--- config.mk ---
export PLATFORM = sky130hd
export DESIGN_NAME = allophone_queue_flat
export DESIGN_NICKNAME = d
export VERILOG_FILES = /design/src/rtl/allophone_queue_if.sv /design/src/rtl/allophone_queue.sv /design/src/flat_wrapper.sv
export SDC_FILE = /design/constraint.sdc
export NUM_CORES = 1
export LEC_CHECK = 0
export BUFFER_PORTS_ARGS = -buffer_cell sky130_fd_sc_hd__buf_2
export CAP_MARGIN = 20
export CELL_PAD_IN_SITES_DETAIL_PLACEMENT = 1
export CELL_PAD_IN_SITES_GLOBAL_PLACEMENT = 1
export CORE_ASPECT_RATIO = 0.7
export CORE_UTILIZATION = 45
export DETAILED_ROUTE_END_ITERATION = 6
export PLACE_DENSITY = 0.86
export REMOVE_ABC_BUFFERS = 1
export SYNTH_ARGS = -nofsm -noshare
export SYNTH_HDL_FRONTEND = slang
export SYNTH_SLANG_ARGS = --single-unit
export TNS_END_PERCENT = 30
--- constraint.sdc ---
create_clock -name clk -period 2.7 [get_ports clk]
set_input_delay 0.27 -clock clk [delete_from_list [all_inputs] [get_ports clk]]
set_output_delay 0.27 -clock clk [all_outputs]
set_load 0.01 [all_outputs]
--- src/rtl/allophone_queue_if.sv ---
`default_nettype none
// ============================================================================
// Module      : allophone_queue_if
// Description : Writer/generator side signals of the allophone queue.
// Revision    : 1.0  initial release
// ============================================================================
interface allophone_queue_if;
    logic [5:0] data;
    logic       write;
    logic       busy;
    logic [5:0] code;
    logic       start;
    logic       done;
    logic       idle;

    // master = allophone writer plus sound generator; slave = the queue
    modport master (output data, write, done, input busy, code, start, idle);
    modport slave  (input data, write, done, output busy, code, start, idle);
endinterface
`default_nettype wire

--- src/rtl/allophone_queue.sv ---
`default_nettype none
// ============================================================================
// Module      : allophone_queue
// Description : Allophone FIFO that expands pause codes into timed silence
//               and hands playable codes to the sound generator.
// Revision    : 1.0  initial release
// ============================================================================
module allophone_queue #(
    parameter int DEPTH      = 8,
    parameter int PAUSE_UNIT = 1000000,
    parameter int TIMER_W    = 25
) (
    input  wire logic        clk,
    input  wire logic        rst,
    allophone_queue_if.slave bus
);

    localparam int c_PTR_W = (DEPTH > 1) ? $clog2(DEPTH) : 1;
    localparam int c_CNT_W = $clog2(DEPTH + 1);

    localparam logic [TIMER_W-1:0] c_LOAD_U1  = TIMER_W'(PAUSE_UNIT * 1  - 1);
    localparam logic [TIMER_W-1:0] c_LOAD_U3  = TIMER_W'(PAUSE_UNIT * 3  - 1);
    localparam logic [TIMER_W-1:0] c_LOAD_U5  = TIMER_W'(PAUSE_UNIT * 5  - 1);
    localparam logic [TIMER_W-1:0] c_LOAD_U10 = TIMER_W'(PAUSE_UNIT * 10 - 1);
    localparam logic [TIMER_W-1:0] c_LOAD_U20 = TIMER_W'(PAUSE_UNIT * 20 - 1);

    typedef enum logic [1:0] {
        S_IDLE   = 2'd0,
        S_DECODE = 2'd1,
        S_PLAY   = 2'd2,
        S_PAUSE  = 2'd3
    } state_t;

    logic [5:0]         r_mem [DEPTH];
    logic [c_PTR_W-1:0] r_wr_ptr;
    logic [c_PTR_W-1:0] r_rd_ptr;
    logic [c_CNT_W-1:0] r_count;

    state_t             r_state;
    state_t             w_state_next;
    logic [TIMER_W-1:0] r_timer;
    logic [TIMER_W-1:0] w_timer_next;
    logic [5:0]         r_code;
    logic [5:0]         w_code_next;
    logic               r_start;
    logic               w_start_next;

    logic               w_full;
    logic               w_empty;
    logic               w_accept;
    logic               w_pop;
    logic [TIMER_W-1:0] w_pause_load;

    // busy comes only from the registered count, never from write
    assign w_full   = (r_count == c_CNT_W'(DEPTH));
    assign w_empty  = (r_count == '0);
    assign w_accept = bus.write & ~w_full;

    always_ff @(posedge clk) begin
        if (!rst && w_accept) begin
            r_mem[r_wr_ptr] <= bus.data;
        end
    end

    always_ff @(posedge clk) begin
        if (rst) begin
            r_wr_ptr <= '0;
            r_rd_ptr <= '0;
            r_count  <= '0;
        end else begin
            if (w_accept) begin
                r_wr_ptr <= r_wr_ptr + c_PTR_W'(1);
            end
            if (w_pop) begin
                r_rd_ptr <= r_rd_ptr + c_PTR_W'(1);
            end
            case ({w_accept, w_pop})
                2'b10:   r_count <= r_count + c_CNT_W'(1);
                2'b01:   r_count <= r_count - c_CNT_W'(1);
                default: r_count <= r_count;
            endcase
        end
    end

    // Pause codes 0..4 map to 1, 3, 5, 10, 20 units of silence
    always_comb begin
        case (r_code[2:0])
            3'd0:    w_pause_load = c_LOAD_U1;
            3'd1:    w_pause_load = c_LOAD_U3;
            3'd2:    w_pause_load = c_LOAD_U5;
            3'd3:    w_pause_load = c_LOAD_U10;
            default: w_pause_load = c_LOAD_U20;
        endcase
    end

    always_ff @(posedge clk) begin
        if (rst) begin
            r_state <= S_IDLE;
            r_timer <= '0;
            r_code  <= '0;
            r_start <= 1'b0;
        end else begin
            r_state <= w_state_next;
            r_timer <= w_timer_next;
            r_code  <= w_code_next;
            r_start <= w_start_next;
        end
    end

    always_comb begin
        w_state_next = r_state;
        w_timer_next = r_timer;
        w_code_next  = r_code;
        w_start_next = 1'b0;
        w_pop        = 1'b0;
        case (r_state)
            S_IDLE: begin
                if (!w_empty) begin
                    w_pop        = 1'b1;
                    w_code_next  = r_mem[r_rd_ptr];
                    w_state_next = S_DECODE;
                end
            end
            S_DECODE: begin
                if (r_code <= 6'd4) begin
                    w_timer_next = w_pause_load;
                    w_state_next = S_PAUSE;
                end else begin
                    w_start_next = 1'b1;
                    w_state_next = S_PLAY;
                end
            end
            S_PLAY: begin
                // r_start marks the first PLAY cycle, where done is ignored
                if (!r_start && bus.done) begin
                    w_state_next = S_IDLE;
                end
            end
            S_PAUSE: begin
                if (r_timer == '0) begin
                    w_state_next = S_IDLE;
                end else begin
                    w_timer_next = r_timer - TIMER_W'(1);
                end
            end
            default: w_state_next = S_IDLE;
        endcase
    end

    assign bus.busy  = w_full;
    assign bus.code  = r_code;
    assign bus.start = r_start;
    assign bus.idle  = (r_state == S_IDLE) & w_empty;

endmodule
`default_nettype wire
--- src/flat_wrapper.sv ---
// flat-port wrapper written by rule: the top's interface ports become plain ports
module allophone_queue_flat 
#(
    parameter int DEPTH      = 8,
    parameter int PAUSE_UNIT = 1000000,
    parameter int TIMER_W    = 25
)
  (clk, rst, bus_data, bus_write, bus_done, bus_busy, bus_code, bus_start, bus_idle);
  allophone_queue_if bus_i ();
  input  wire logic clk;
  input  wire logic rst;
  input wire logic [$bits(bus_i.data)-1:0] bus_data;
  input wire logic [$bits(bus_i.write)-1:0] bus_write;
  input wire logic [$bits(bus_i.done)-1:0] bus_done;
  output wire logic [$bits(bus_i.busy)-1:0] bus_busy;
  output wire logic [$bits(bus_i.code)-1:0] bus_code;
  output wire logic [$bits(bus_i.start)-1:0] bus_start;
  output wire logic [$bits(bus_i.idle)-1:0] bus_idle;
  assign bus_i.data = bus_data;
  assign bus_i.write = bus_write;
  assign bus_i.done = bus_done;
  assign bus_busy = bus_i.busy;
  assign bus_code = bus_i.code;
  assign bus_start = bus_i.start;
  assign bus_idle = bus_i.idle;
  allophone_queue #(.DEPTH(DEPTH), .PAUSE_UNIT(PAUSE_UNIT), .TIMER_W(TIMER_W)) u_core (.clk(clk), .rst(rst), .bus(bus_i));
endmodule
## Word-level counts from Yosys, hierarchy flattened

Memories as Yosys holds them, arrays and structs flattened. A register that Yosys moved wholly into a read port is not among the register bits.
Cells that the tools add are included.

| operators by class | value |
|---|---|
| $add $sub $neg | 5 |
| order comparisons | 1 |
| eq/ne operators | 14 |
| mux-type cells | 15 |
| bitwise logic cells | 5 |
| reductions and logical operators | 14 |

Operators by type and width:

| cell | number |
|---|---|
| $pmux 25 s4 | 1 |
| $mux 25 | 2 |
| $pmux 25 s2 | 1 |
| $logic_not 25->1 | 1 |
| $sub 25x1->25 const B | 1 |
| $pmux 2 s4 | 1 |
| $pmux 4 s2 | 1 |
| $add 3x1->3 const B | 2 |
| $eq 2x2->1 const B | 3 |
| $eq 3x2->1 const B | 2 |
| $le 6x3->1 const B | 1 |
| $mux 1 | 6 |
| $mux 2 | 3 |
| $ne 2x1->1 const B | 3 |
| $reduce_and 3->1 | 2 |
| $add 4x1->4 const B | 1 |
| $eq 2x1->1 const B | 2 |
| $eq 4x4->1 const B | 1 |
| $logic_not 4->1 | 1 |
| $ne 2x2->1 const B | 2 |
| $reduce_bool 2->1 | 2 |
| $sub 4x1->4 const B | 1 |
| $eq 3x1->1 const B | 1 |
| $logic_not 3->1 | 1 |
| other kinds (7) | 12 |

| storage, ports and cells | value |
|---|---|
| flip-flop bits (word level) | 38 |
| RAM bits | 48 |
| output and inout bits | 9 |
| word-level logic and storage cells | 61 |
| memories kept | 1 |

Memory list:

| memory | depth | bits a word | rd ports | clocked after memory_dff | wr ports | line | source |
|---|---|---|---|---|---|---|---|
| u_core.r_mem | 8 | 6 | 1 | 1 | 1 | allophone_queue.sv:34 | `logic [5:0] r_mem [DEPTH];` |

## Depth between registers and ports, before layout

Gate-level depths: netlist of the first run.

| depth | value |
|---|---|
| depth after elaboration | 6 |
| depth in mapped cells | 10 |

## Least setup slack after synthesis of the first run

Ideal clock, no wire load.

| path | value |
|---|---|
| path kind | reg-to-reg |
| start | register u_core.r_state[1] |
| end | register u_core.r_count[3] |
| library setup time | 0.070 ns |
| data arrival time | 2.603 ns |
| required time | 2.630 ns |
| setup slack | 0.027 ns |
| cell stages (with the launch flop) | 11 |
| buffers on the path | 2 |
| clock period less this slack | 2.673 ns |
| cells stage by stage | dfxtp_1 > clkbuf_1 > nor3_1 > clkbuf_1 > ha_1 > ha_1 > a21o_1 > a21oi_1 > xnor2_1 > or3_1 > a21oi_1 |

| on the way | value |
|---|---|
| longest elaborated chain between the ends | 4 |
| elaborated cells on any way between the ends | 6 |

RTL lines:

| what | line | source |
|---|---|---|
| start, declared | allophone_queue.sv:39 | `state_t r_state;` |
| start signal, assigned | allophone_queue.sv:103 | `r_state <= w_state_next;` |
| $logic_not 2->1 * | allophone_queue.sv:116 | `case (r_state)` |
| $mux 1 * | allophone_queue.sv:116 |  |
| net u_core.w_pop | allophone_queue.sv:51 | `logic w_pop;` |
| $eq 2x1->1 / $eq 2x2->1 (equally long branches) | allophone_queue.sv:77 | `case ({w_accept, w_pop})` |
| $pmux 4 s2 / $reduce_bool 2->1 (equally long branches) | n/a |  |
| end signal, assigned | allophone_queue.sv:78 | `2'b10: r_count <= r_count + c_CNT_W'(1);` |
| end signal, assigned | allophone_queue.sv:79 | `2'b01: r_count <= r_count - c_CNT_W'(1);` |
| end signal, assigned | allophone_queue.sv:80 | `default: r_count <= r_count;` |
| end, declared | allophone_queue.sv:37 | `logic [c_CNT_W-1:0] r_count;` |

Mark *: on every way through the listed nets, which the timed path passes. The rest lies on a longest branch.
A chain may end at the register's enable or synchronous reset.

## Worst setup path after layout of the first run

| path | value |
|---|---|
| start | register u_core.r_timer[0] |
| end | register u_core.r_timer[10] |

| on the way | value |
|---|---|
| longest elaborated chain between the ends | 3 |
| elaborated cells on any way between the ends | 6 |

RTL lines:

| what | line | source |
|---|---|---|
| start, declared | allophone_queue.sv:41 | `logic [TIMER_W-1:0] r_timer;` |
| start signal, assigned | allophone_queue.sv:104 | `r_timer <= w_timer_next;` |
| $sub 25x1->25 / $logic_not 25->1 (equally long branches) | allophone_queue.sv:143, allophone_queue.sv:140 |  |
| $mux 25 / $ne 2x2->1 (equally long branches) | n/a |  |
| $pmux 25 s2 / $reduce_and 3->1 (equally long branches) | n/a |  |

Parallel ways exist; a longest one is shown, timed or not. The select of a mux whose other input is x is not followed.

==> impl_metrics.tcl, run 1 <==
set metrics [dict create \
    p_switching_uw 2887 \
    pwr-share-clk_pct 19.1 \
    detailroute.via_count 3620 \
    power_frac_seq_pct 32.3 \
    holdCritPathClass "in -> reg" \
    run_status "completed" \
    syn_area_per_cell_um2 10.95 \
    postLayoutSetupSlackWorst_ps 226.9 \
    post-place-ws_ps 253.6 \
    dieHeight_um 85.16 \
    placementRows 29 \
    relSlewSlack_pct 35.34 \
    max-cap-violations 0 \
    clk_pin_slew_worst_paths_ps 70 \
    drt_iter0_markers 402 \
    power_report.internal_total_uw 3563 \
    die_area_um2 10290 \
    wl_per_cell_um 23.37 \
    layout-drive-gt1-share_pct 17.52 \
    final_replace_weighted_congestion 0.8254 \
    final_count_of_negative_setup_slack_endpoints 0 \
    combinational_cell_fraction_of_total_power_pct 48.5 \
    final-hold-violation-count 0 \
    cts.repair.resized 0 \
    buffer_ports.inserted 18 \
    dpl.hpwl_mm 9.080 \
    ctsRootBufferMaster "sky130_fd_sc_hd__clkbuf_16" \
    yosysTopAreaCellShare_pct 32.42 \
    clock_latency_ps 350 \
    required_ps 2960 \
    grt.overflow.total 0 \
    critPathKind "reg -> reg" \
    ys_seq_area_share_pct 52.24 \
    period_share_pct 91.59 \
    number_of_global_route_vias_before_repair 3654 \
    postRouteAntennaNets 0 \
    postSynth.asyncResetShare_pct 0 \
    syn_to_final_growth_pct 12.30 \
    worstSetupEndpointType "register" \
    worst_pin_slew_ps 962.5 \
    grt_setup_unrepaired "false" \
    fmaxAchievable_mhz 404.4 \
    post_synth_inst_count 406 \
    grt_pass1_wl_mm 20.15 \
    io-pin-count 19 \
    cts-buffers-inserted 9 \
    cp_data_arrival_time_ps 2730 \
    clock_sinks 92 \
    floorplan.initialDensity_pct 47.67 \
    tritoncts "yes" \
    ff_latch_area_um2 2322 \
    cts_setup_buffers 0 \
    detail_route.vias_per_cell 6.558 \
    h_tree_lvl_count 3 \
    layout_skew_ps 7.096 \
    dominant_register_cell_in_the_synthesized_netlist "sky130_fd_sc_hd__edfxtp_1" \
    largest_vdd_supply_drop_v 0.0004183 \
    wl_mm 12.90 \
    design.core.area_um2 9325 \
    syn_area_um2 4446 \
    pwr_density_cell_nw_per_um2 1292 \
    postCtsHoldBufs 0 \
    synth_seq_cells 92 \
    synth_cell_types 60 \
    track_usage_pct 26.51 \
    clockBufferDepth 2 \
    final_net_count 442 \
    critPathLaunchType "register" \
    drt_pre_antenna_iters 5 \
    multi_input_gate_area_um2 1962 \
    worstPathMaxFanout 7 \
    number_of_enable_flip_flop_cells_after_synthesis 48 \
    power.share.switching_pct 44.76 \
    timing.final.crit_period_ps 2473 \
    insertedDiodeCount 0 \
    synth_warnings 0 \
    final_max_slew_viol_count 0 \
    yosys-top-cells-area "sky130_fd_sc_hd__edfxtp_1, sky130_fd_sc_hd__dfxtp_1, sky130_fd_sc_hd__mux4_2, sky130_fd_sc_hd__nor2_1, sky130_fd_sc_hd__a21oi_1" \
    n_fill_cell 1006 \
    grt_start_max_net_pins 27 \
    number_of_remaining_drc_errors 0 \
    dominant_cell_type_by_area_after_synthesis "sky130_fd_sc_hd__edfxtp_1" \
    power.leakage_uw 0.001715 \
    fin_util_pct 53.54 \
    floorplan.die.width_um 120.8 \
    antenna_found_initial 0 \
]
-- power groups by stage --
stage	Clock [µW]	Combinational (µW)	Sequential (µW)
after floorplan	0	2000	2030
after global placement	0	2840	2060
after CTS	1250	3060	2070
after global routing	1290	3400	2120
after detailed placement	0	3020	2100
final	1230	3130	2090
-- path summary, 6_finish.rpt --
kind	start	end	slack, ps	cells after the start
setup / recovery	u_core.r_timer[0]	u_core.r_timer[10]	230	7
hold / removal	bus_data[5]	u_core.r_mem[5][5]	210	1
setup reg to reg	u_core.r_timer[0]	u_core.r_timer[10]	230	7
hold reg to reg	u_core.r_timer[17]	u_core.r_timer[17]	480	2
-- stage by stage --
| step | power (µW) | std cells | hold slack [ps] | TNS, ps | cell area (µm²) |
|---|---|---|---|---|---|
| CTS | 6380 | 551 | 203.0 | 0 | 4985 |
| detailed placement | 5119 | 536 | 486.3 | 0 | 4706 |
| floorplan | 4029 | 376 | 338.9 | -169.9 | 4320 |
| global route | 6806 | 552 | 209.9 | 0 | 4992 |
| finish | 6450 | 552 | 208.6 | 0 | 4992 |
| global placement | 4898 | 536 | 472.0 | 0 | 4706 |
-- cell families after synthesis --
logic type                 after synthesis  synth area share [%]
and+or+nand+nor                        132                 16.16
AOI/OAI and AO/OA                      103                 15.59
DFF                                     92                 52.24
buffers and inverters                   41                 3.743
muxes                                   20                 7.881
xor gates and xnor gates                10                 1.970
adders and majority gates                8                 2.420
-- metal layers --
| layer | share of wire (%) | GRT usage, % | vias up |
|---|---|---|---|
| met3 | 6.5 | 7.191 | 25 |
| met4 | 1.9 | 8.530 | 0 |
| met2 | 45 | 40.07 | 152 |
| met1 | 46 | 37.09 | 1839 |
| li1 | - | - | 1604 |
| met5 | 0 | 0 | - |
-- synth_stat cells, types with 2 or more instances --
master and n:
sky130_fd_sc_hd__buf_1 2, sky130_fd_sc_hd__a21o_1 2, sky130_fd_sc_hd__clkbuf_1 23, sky130_fd_sc_hd__a31oi_1 13
sky130_fd_sc_hd__buf_2 2, sky130_fd_sc_hd__nand2_1 13, sky130_fd_sc_hd__a221oi_1 2, sky130_fd_sc_hd__o21ai_0 10
sky130_fd_sc_hd__xor2_1 6, sky130_fd_sc_hd__a41oi_1 2, sky130_fd_sc_hd__o211ai_1 3, sky130_fd_sc_hd__inv_1 11
sky130_fd_sc_hd__a211oi_1 12, sky130_fd_sc_hd__a21oi_1 27, sky130_fd_sc_hd__a311oi_1 3, sky130_fd_sc_hd__and4_1 3
sky130_fd_sc_hd__or2_2 2, sky130_fd_sc_hd__dfxtp_1 44, sky130_fd_sc_hd__or3_1 6, sky130_fd_sc_hd__nand3_1 5
sky130_fd_sc_hd__clkbuf_2 2, sky130_fd_sc_hd__ha_1 7, sky130_fd_sc_hd__edfxtp_1 48, sky130_fd_sc_hd__mux2i_1 8
sky130_fd_sc_hd__nand2b_1 5, sky130_fd_sc_hd__nor2_1 42, sky130_fd_sc_hd__nor3_1 21, sky130_fd_sc_hd__mux4_2 12
sky130_fd_sc_hd__or4_1 3, sky130_fd_sc_hd__o31ai_1 14, sky130_fd_sc_hd__nor2b_1 2, sky130_fd_sc_hd__a31o_2 2
sky130_fd_sc_hd__and2_1 4, sky130_fd_sc_hd__nor4_1 8, sky130_fd_sc_hd__and4b_1 2, sky130_fd_sc_hd__o311ai_0 2
sky130_fd_sc_hd__nor4_2 2, sky130_fd_sc_hd__nand4_1 5, sky130_fd_sc_hd__xnor2_1 4, sky130_fd_sc_hd__nor3b_1 2
-- worst max-delay path, stage by stage (launching register included) --
cell and delay (ps):
sky130_fd_sc_hd__dfxtp_1 330, sky130_fd_sc_hd__inv_1 130, sky130_fd_sc_hd__ha_1 390, sky130_fd_sc_hd__or4b_2 700
sky130_fd_sc_hd__nor3_1 290, sky130_fd_sc_hd__xor2_1 190, sky130_fd_sc_hd__o21ai_0 120, sky130_fd_sc_hd__o31ai_1 230
-- layout by cell type, fill, tap and decap left out, types with 6 or more instances in the layout --
cell type                   count
sky130_fd_sc_hd__a211oi_1      12
sky130_fd_sc_hd__a21oi_1       27
sky130_fd_sc_hd__a31oi_1       13
sky130_fd_sc_hd__buf_2         18
sky130_fd_sc_hd__buf_4         19
sky130_fd_sc_hd__clkbuf_16      9
sky130_fd_sc_hd__dfxtp_1       44
sky130_fd_sc_hd__edfxtp_1      48
sky130_fd_sc_hd__ha_1           7
sky130_fd_sc_hd__inv_1         11
sky130_fd_sc_hd__mux2i_1        8
sky130_fd_sc_hd__mux4_2        12
sky130_fd_sc_hd__nand2_1       13
sky130_fd_sc_hd__nor2_1        42
sky130_fd_sc_hd__nor3_1        20
sky130_fd_sc_hd__nor4_1         8
sky130_fd_sc_hd__o21ai_0       10
sky130_fd_sc_hd__o31ai_1       14
sky130_fd_sc_hd__or3_1          6
sky130_fd_sc_hd__xor2_1         6
-- flip-flops by register name, summed over array words and instances (netlist names) --
register          count
u_core.bus.code       6
u_core.r_count        4
u_core.r_timer       25
u_core.r_rd_ptr       3
u_core.r_state        2
u_core.r_wr_ptr       3
u_core.r_mem         48
u_core.bus.start      1
-- layout make-up --
class / instances / share of cell area [%]
clock inverters: 6 / 1.078
well taps: 124 / 3.108
clock buffers: 9 / 4.511
repair buffers: 37 / 4.662
multi-input cells: 273 / 39.30
flip-flops and latches: 92 / 46.52
inverters: 11 / 0.8271
(Power assumes the default switching activity.)
==> run 2, diff against run 1 <==
- clock period: 2.7 -> 2.05 ns (I/O delays scaled with it)
==> run 2 against run 1 <==
Against the previous run: the flow now finishes with violations (setup timing); via count increased by 13%; sequential cell count unchanged; utilization increased by 8.8 points; global-route usage increased by 6.1 points; hold slack got worse by 72 ps; clock skew increased by 9.1 ps; final cell count increased by 12%; highest routed layer unchanged.
==> impl_metrics.tcl, run 2 (same netlist as run 1, synthesis figures left out) <==
set metrics [dict create \
    holdCritPathClass "in -> reg" \
    drt_iter0_markers 365 \
    clock_sinks 92 \
    p_switching_uw 4814 \
    largest_vdd_supply_drop_v 0.0006885 \
    fmaxAchievable_mhz 457.9 \
    critPathKind "reg -> reg" \
    worstPathMaxFanout 5 \
    postRouteAntennaNets 0 \
    grt_pass1_wl_mm 24.33 \
    wl_mm 16.48 \
    layout_commonest_cell "sky130_fd_sc_hd__buf_4" \
    instances_no_fill 620 \
    tritoncts "yes" \
    relSlewSlack_pct 62.89 \
    combinational_cell_fraction_of_total_power_pct 60.3 \
    grt-busiest-layer "met2" \
    buffer_ports.inserted 18 \
    clk_pin_slew_worst_paths_ps 70 \
    grt_start_max_net_pins 47 \
    insertedDiodeCount 0 \
    cp_data_arrival_time_ps 2400 \
    final_net_count 509 \
    worst_path_max_delay_cell "sky130_fd_sc_hd__or4_4" \
    detail_route.vias_per_cell 6.619 \
    pwr-share-clk_pct 15.4 \
    antenna_found_initial 0 \
    wl_per_cell_um 26.58 \
    postLayoutSetupSlackWorst_ps -133.8 \
    use_met2_pct 55.33 \
    placementRows 29 \
    clockBufferDepth 2 \
    final-hold-violation-count 0 \
    die_area_um2 10290 \
    required_ps 2260 \
    dieHeight_um 85.16 \
    floorplan.die.width_um 120.8 \
    layout_skew_ps 16.15 \
    failed_checks "setup timing" \
    design.core.area_um2 9325 \
    max-cap-violations 0 \
    ctsRootBufferMaster "sky130_fd_sc_hd__clkbuf_16" \
    place.detailed.instances 598 \
    use_met3_pct 9.073 \
    h_tree_lvl_count 3 \
    dpl.hpwl_mm 10.30 \
    layout-drive-gt1-share_pct 36.29 \
    largest_reg_flops 48 \
    number_of_remaining_drc_errors 0 \
    power_frac_seq_pct 24.3 \
    power.share.switching_pct 44.54 \
    clock_latency_ps 350 \
    final_count_of_negative_setup_slack_endpoints 8 \
    worstSetupEndpointType "register" \
    biggest_register "u_core.r_mem" \
    crit_path_max_incr_delay_ps 600 \
    power_report.internal_total_uw 5995 \
    power.leakage_uw 0.002120 \
    report.power.total_uw 10810 \
    drt_pre_antenna_iters 5 \
    final_max_slew_viol_count 0 \
    grt_setup_unrepaired "true" \
    run_status "complete, but fails checks" \
    rrSetupSlack_ps -130 \
    layout_common_cells "sky130_fd_sc_hd__buf_4, sky130_fd_sc_hd__edfxtp_1, sky130_fd_sc_hd__dfxtp_1, sky130_fd_sc_hd__nor2_1, sky130_fd_sc_hd__a21oi_1" \
    number_of_global_route_vias_before_repair 4308 \
    floorplan.initialDensity_pct 47.67 \
    cts-buffers-inserted 9 \
    tns_ps -463.1 \
    io-pin-count 19 \
    finalInstanceArea_um2 5817 \
    syn_to_final_growth_pct 30.85 \
    period_share_pct 106.5 \
    track_usage_pct 32.60 \
    reg2regPathDepth 5 \
    worst_pin_slew_ps 556.7 \
    critPathLaunchType "register" \
    timing.final.crit_period_ps 2184 \
    placement_cell_area_um2 5196 \
    n_fill_cell 966 \
    grt.overflow.total 0 \
    path_cells "or3_1 > or4_4 > o31a_1 > o31ai_1 > a21oi_1" \
    min_delay_path_depth 1 \
    global_route_met1_utilization_pct 39.19 \
    detailroute.via_count 4104 \
    pwr_density_cell_nw_per_um2 1858 \
    final_replace_weighted_congestion 0.8974 \
]
-- run 2: cell types whose count changed in the layout (fill, tap and decap cells not counted), sizes merged --
cell    delta
buf       +67
inv        -1
clkinv     +2
-- run 2: path summary, 6_finish.rpt --
kind                            from            endpoint
setup reg to reg   u_core.r_timer[4]  u_core.r_timer[13]
hold / removal           bus_data[4]  u_core.r_mem[6][4]
hold reg to reg   u_core.r_timer[24]  u_core.r_timer[24]
setup / recovery   u_core.r_timer[4]  u_core.r_timer[13]
-- run 2: timing repair --
action,in CTS,in global routing
hold buffers,0,0
pin swaps,10,6
resized for setup,29,33
endpoints found under the hold margin,0,0
setup endpoints to repair,30,53
buffers inserted,4,2
-- run 2: worst max-delay path: cells and delay by family (launching register included) --
kind	cells	cell delay (ps)
flip-flops	1	390
AO/OA/AOI/OAI	3	670
AND/OR/NAND/NOR	2	1000
-- run 2: layer usage --
layer / vias up / share of wire [%]
li1: 1741 / -
met5: - / 0
met4: 0 / 3.1
met1: 2080 / 39
met2: 232 / 49
met3: 51 / 8.5
-- run 2: cell type report --
class                           count  area, µm²  area share, %
Inverter                           11      43.79         0.7528
Sequential cell                    92       2336          40.16
Tap cell                          124      155.1          2.667
Timing Repair Buffer              104      772.0          13.27
Multi-Input combinational cell    273       2217          38.12
Clock buffer                        9      225.2          3.872
Clock inverter                      7      67.56          1.162
-- run 2: stage by stage --
step,worst slack (ps),hold slack [ps],utilization [%]
floorplan,-819.9,273.9,-
global placement,-154.9,468.7,55.72
detailed placement,-293.6,487.8,55.72
CTS,-81.54,132.3,60.79
global route,-150.3,144.0,62.38
finish,-133.8,136.2,62.38
-- run 2: power groups by stage --
stage                     clock network (µW)  registers (µW)  logic [µW]
after floorplan                            0            2670        2630
after global placement                     0            2500        4950
after detailed placement                   0            2540        5300
after CTS                               1670            2560        5770
after global routing                    1730            2650        6840
final                                   1660            2630        6520
==> run 3, diff against run 2 <==
- CTS_BUF_LIST: not set -> sky130_fd_sc_hd__clkbuf_4 sky130_fd_sc_hd__clkbuf_8 sky130_fd_sc_hd__clkbuf_16
- SETUP_SLACK_MARGIN: not set -> 0.15
==> run 3 against run 2 <==
Against the previous run: the flow still finishes with violations (setup timing); global-route usage is 2.5 points higher; clock power is essentially flat; highest routed layer unchanged; clock-buffer cell count did not move; hold slack gained 11 ps; cell area up 6.2%; die area unchanged; sequential power is 2% higher; fmax down 1.9%; non-clock buffer count rose by 13; combinational power rose by 18%; largest cell class is now multi-input combinational cells; worst setup slack worse by 42 ps; critical endpoint is now u_core.r_count[3]; final cell count rose by 2.1%; largest power group unchanged.
==> impl_metrics.tcl, run 3 (same netlist as run 1, synthesis figures left out) <==
set metrics [dict create \
    run_status "complete, but fails checks" \
    failed_checks "setup timing" \
    number_of_remaining_drc_errors 0 \
    buffer_ports.inserted 18 \
    final_net_count 522 \
    hold_end "u_core.r_mem[6][4]" \
    finalInstanceArea_um2 6177 \
    clk_pin_slew_worst_paths_ps 80 \
    layout_commonest_cell "sky130_fd_sc_hd__buf_4" \
    grt_start_max_net_pins 47 \
    postCtsHoldBufs 0 \
    holdCritStartpoint "bus_data[4]" \
    worstSetupEndpointType "register" \
    final_replace_weighted_congestion 0.8974 \
    instances_no_fill 633 \
    pwr_density_cell_nw_per_um2 1952 \
    placementRows 29 \
    report.power.total_uw 12060 \
    grt_setup_unrepaired "true" \
    p_switching_uw 5659 \
    period_share_pct 108.6 \
    drt_iter0_markers 533 \
    floorplan.die.width_um 120.8 \
    dieHeight_um 85.16 \
    reg2regPathDepth 10 \
    final_count_of_negative_setup_slack_endpoints 16 \
    layout_skew_ps 9.474 \
    holdCritPathClass "in -> reg" \
    floorplan.initialDensity_pct 47.67 \
    rrSetupSlack_ps -180 \
    power.share.switching_pct 46.92 \
    post-place-ws_ps -293.6 \
    detail_route.vias_per_cell 7.076 \
    wl_per_cell_um 31.60 \
    clock_sinks 92 \
    power.leakage_uw 0.002230 \
    tritoncts "yes" \
    worst_pin_slew_ps 645.2 \
    design.core.area_um2 9325 \
    clock_latency_ps 350 \
    antenna_found_initial 0 \
    insertedDiodeCount 0 \
    largest_vdd_supply_drop_v 0.0006952 \
    detailroute.via_count 4479 \
    io-pin-count 19 \
    r2r-start "u_core.r_count[1]" \
    ctsRootBufferMaster "sky130_fd_sc_hd__clkbuf_16" \
    worst_path_max_delay_cell "sky130_fd_sc_hd__dfxtp_4" \
    number_of_buffers_and_inverters_on_the_critical_path 1 \
    min_delay_path_depth 1 \
    wl_mm 20.00 \
    power_frac_seq_pct 22.3 \
    final-hold-violation-count 0 \
    placement_cell_area_um2 5196 \
    path_cells "nor4_2 > buf_4 > nor3_4 > ha_4 > ha_4 > a21o_1 > a21oi_2 > xnor2_1 > or3_1 > a21oi_1" \
    grt.overflow.total 0 \
    clockBufferDepth 2 \
    cp_data_arrival_time_ps 2510 \
    ff_latch_area_um2 2345 \
    critPathLaunchType "register" \
    number_of_global_route_vias_before_repair 4449 \
    dpl.hpwl_mm 10.30 \
    power_report.internal_total_uw 6401 \
    place.detailed.instances 598 \
    max-cap-violations 0 \
    track_usage_pct 35.11 \
    cts-buffers-inserted 9 \
    crit_path_max_incr_delay_ps 370 \
    postRouteAntennaNets 0 \
    timing.final.crit_period_ps 2225 \
    multi_input_gate_area_um2 2391 \
    worstPathMaxFanout 3 \
    combinational_cell_fraction_of_total_power_pct 63.7 \
    drt_pre_antenna_iters 5 \
    layout_common_cells "sky130_fd_sc_hd__buf_4, sky130_fd_sc_hd__edfxtp_1, sky130_fd_sc_hd__nor2_1, sky130_fd_sc_hd__dfxtp_1, sky130_fd_sc_hd__buf_6" \
    fmaxAchievable_mhz 449.4 \
    relSlewSlack_pct 56.83 \
    required_ps 2330 \
    postLayoutSetupSlackWorst_ps -175.3 \
    crit-reg2reg-capture "u_core.r_count[3]" \
    pwr-share-clk_pct 14.0 \
    die_area_um2 10290 \
    worst_path_dominant_cell_family "simple AND/OR/NAND/NOR gates" \
    largest_reg_flops 48 \
    critical-path-top-cell-by-count "sky130_fd_sc_hd__ha_4" \
    n_fill_cell 914 \
    h_tree_lvl_count 3 \
    layout-drive-gt1-share_pct 45.38 \
    final_max_slew_viol_count 0 \
    syn_to_final_growth_pct 38.95 \
    biggest_register "u_core.r_mem" \
    grt_pass1_wl_mm 25.91 \
    critPathKind "reg -> reg" \
]
-- run 3: cell count changes in the layout (fill, tap and decap cells not counted), moves of 4 or more --
cell	previous run	this run
sky130_fd_sc_hd__dfxtp_1	39	30
sky130_fd_sc_hd__a21oi_1	23	19
sky130_fd_sc_hd__buf_6	3	21
sky130_fd_sc_hd__dfxtp_2	2	12
sky130_fd_sc_hd__nor4_2	1	5
sky130_fd_sc_hd__buf_4	81	75
-- run 3: how the worst max path moves through the flow --
| stage | start | endpoint | slack (ps) | cells after the start |
|---|---|---|---|---|
| after floorplan | u_core.r_count[0] | u_core.r_count[3] | -820 | 9 |
| after detailed placement | u_core.r_count[0] | u_core.r_count[3] | -290 | 9 |
| after global placement | u_core.r_count[0] | u_core.r_count[3] | -150 | 10 |
| after global routing | u_core.r_count[1] | u_core.r_count[3] | -220 | 10 |
| final | u_core.r_count[1] | u_core.r_count[3] | -180 | 10 |
| after CTS | u_core.r_timer[6] | u_core.r_timer[13] | -50 | 5 |
-- run 3: cell type report --
| type | count | share of cell area [%] |
|---|---|---|
| Clock inverter | 7 | 1.094 |
| Inverter | 11 | 0.7089 |
| Tap cell | 124 | 2.512 |
| Sequential cell | 92 | 37.96 |
| Timing Repair Buffer | 117 | 15.37 |
| Multi-Input combinational cell | 273 | 38.71 |
| Clock buffer | 9 | 3.646 |
-- run 3: repair_timing --
item	4_1_cts	5_1_grt
resized for setup	69	58
pin swaps	29	26
endpoints found under the setup margin	53	75
gates cloned	0	1
buffers inserted	9	9
-- run 3: power by group through the flow --
stage / Clock, µW / Sequential (µW) / Combinational (µW)
after floorplan: 0 / 2670 / 2630
after global placement: 0 / 2500 / 4950
after detailed placement: 0 / 2540 / 5300
after CTS: 1670 / 2580 / 6300
after global routing: 1750 / 2680 / 7890
final: 1690 / 2680 / 7690
-- run 3: metal layers --
metal / share of wire [%] / wire (µm) / GRT usage, % / vias to the layer above
met3: 11 / 2181 / 9.140 / 115
met4: 5.6 / 1129 / 19.08 / 0
li1: - / - / - / 1763
met1: 38 / 7500 / 43.14 / 2223
met5: 0 / 0 / 0 / -
met2: 46 / 9190 / 57.00 / 378
-- run 3: stage by stage --
| step | hold WS, ps | util (%) | setup TNS (ps) |
|---|---|---|---|
| after detailed placement | 487.8 | 55.72 | -4461 |
| after floorplan | 273.9 | - | -2312 |
| final | 147.3 | 66.24 | -977.8 |
| after CTS | 132.3 | 62.98 | -148.9 |
| after global placement | 468.7 | 55.72 | -839.9 |
| after global routing | 148.1 | 66.24 | -1873 |
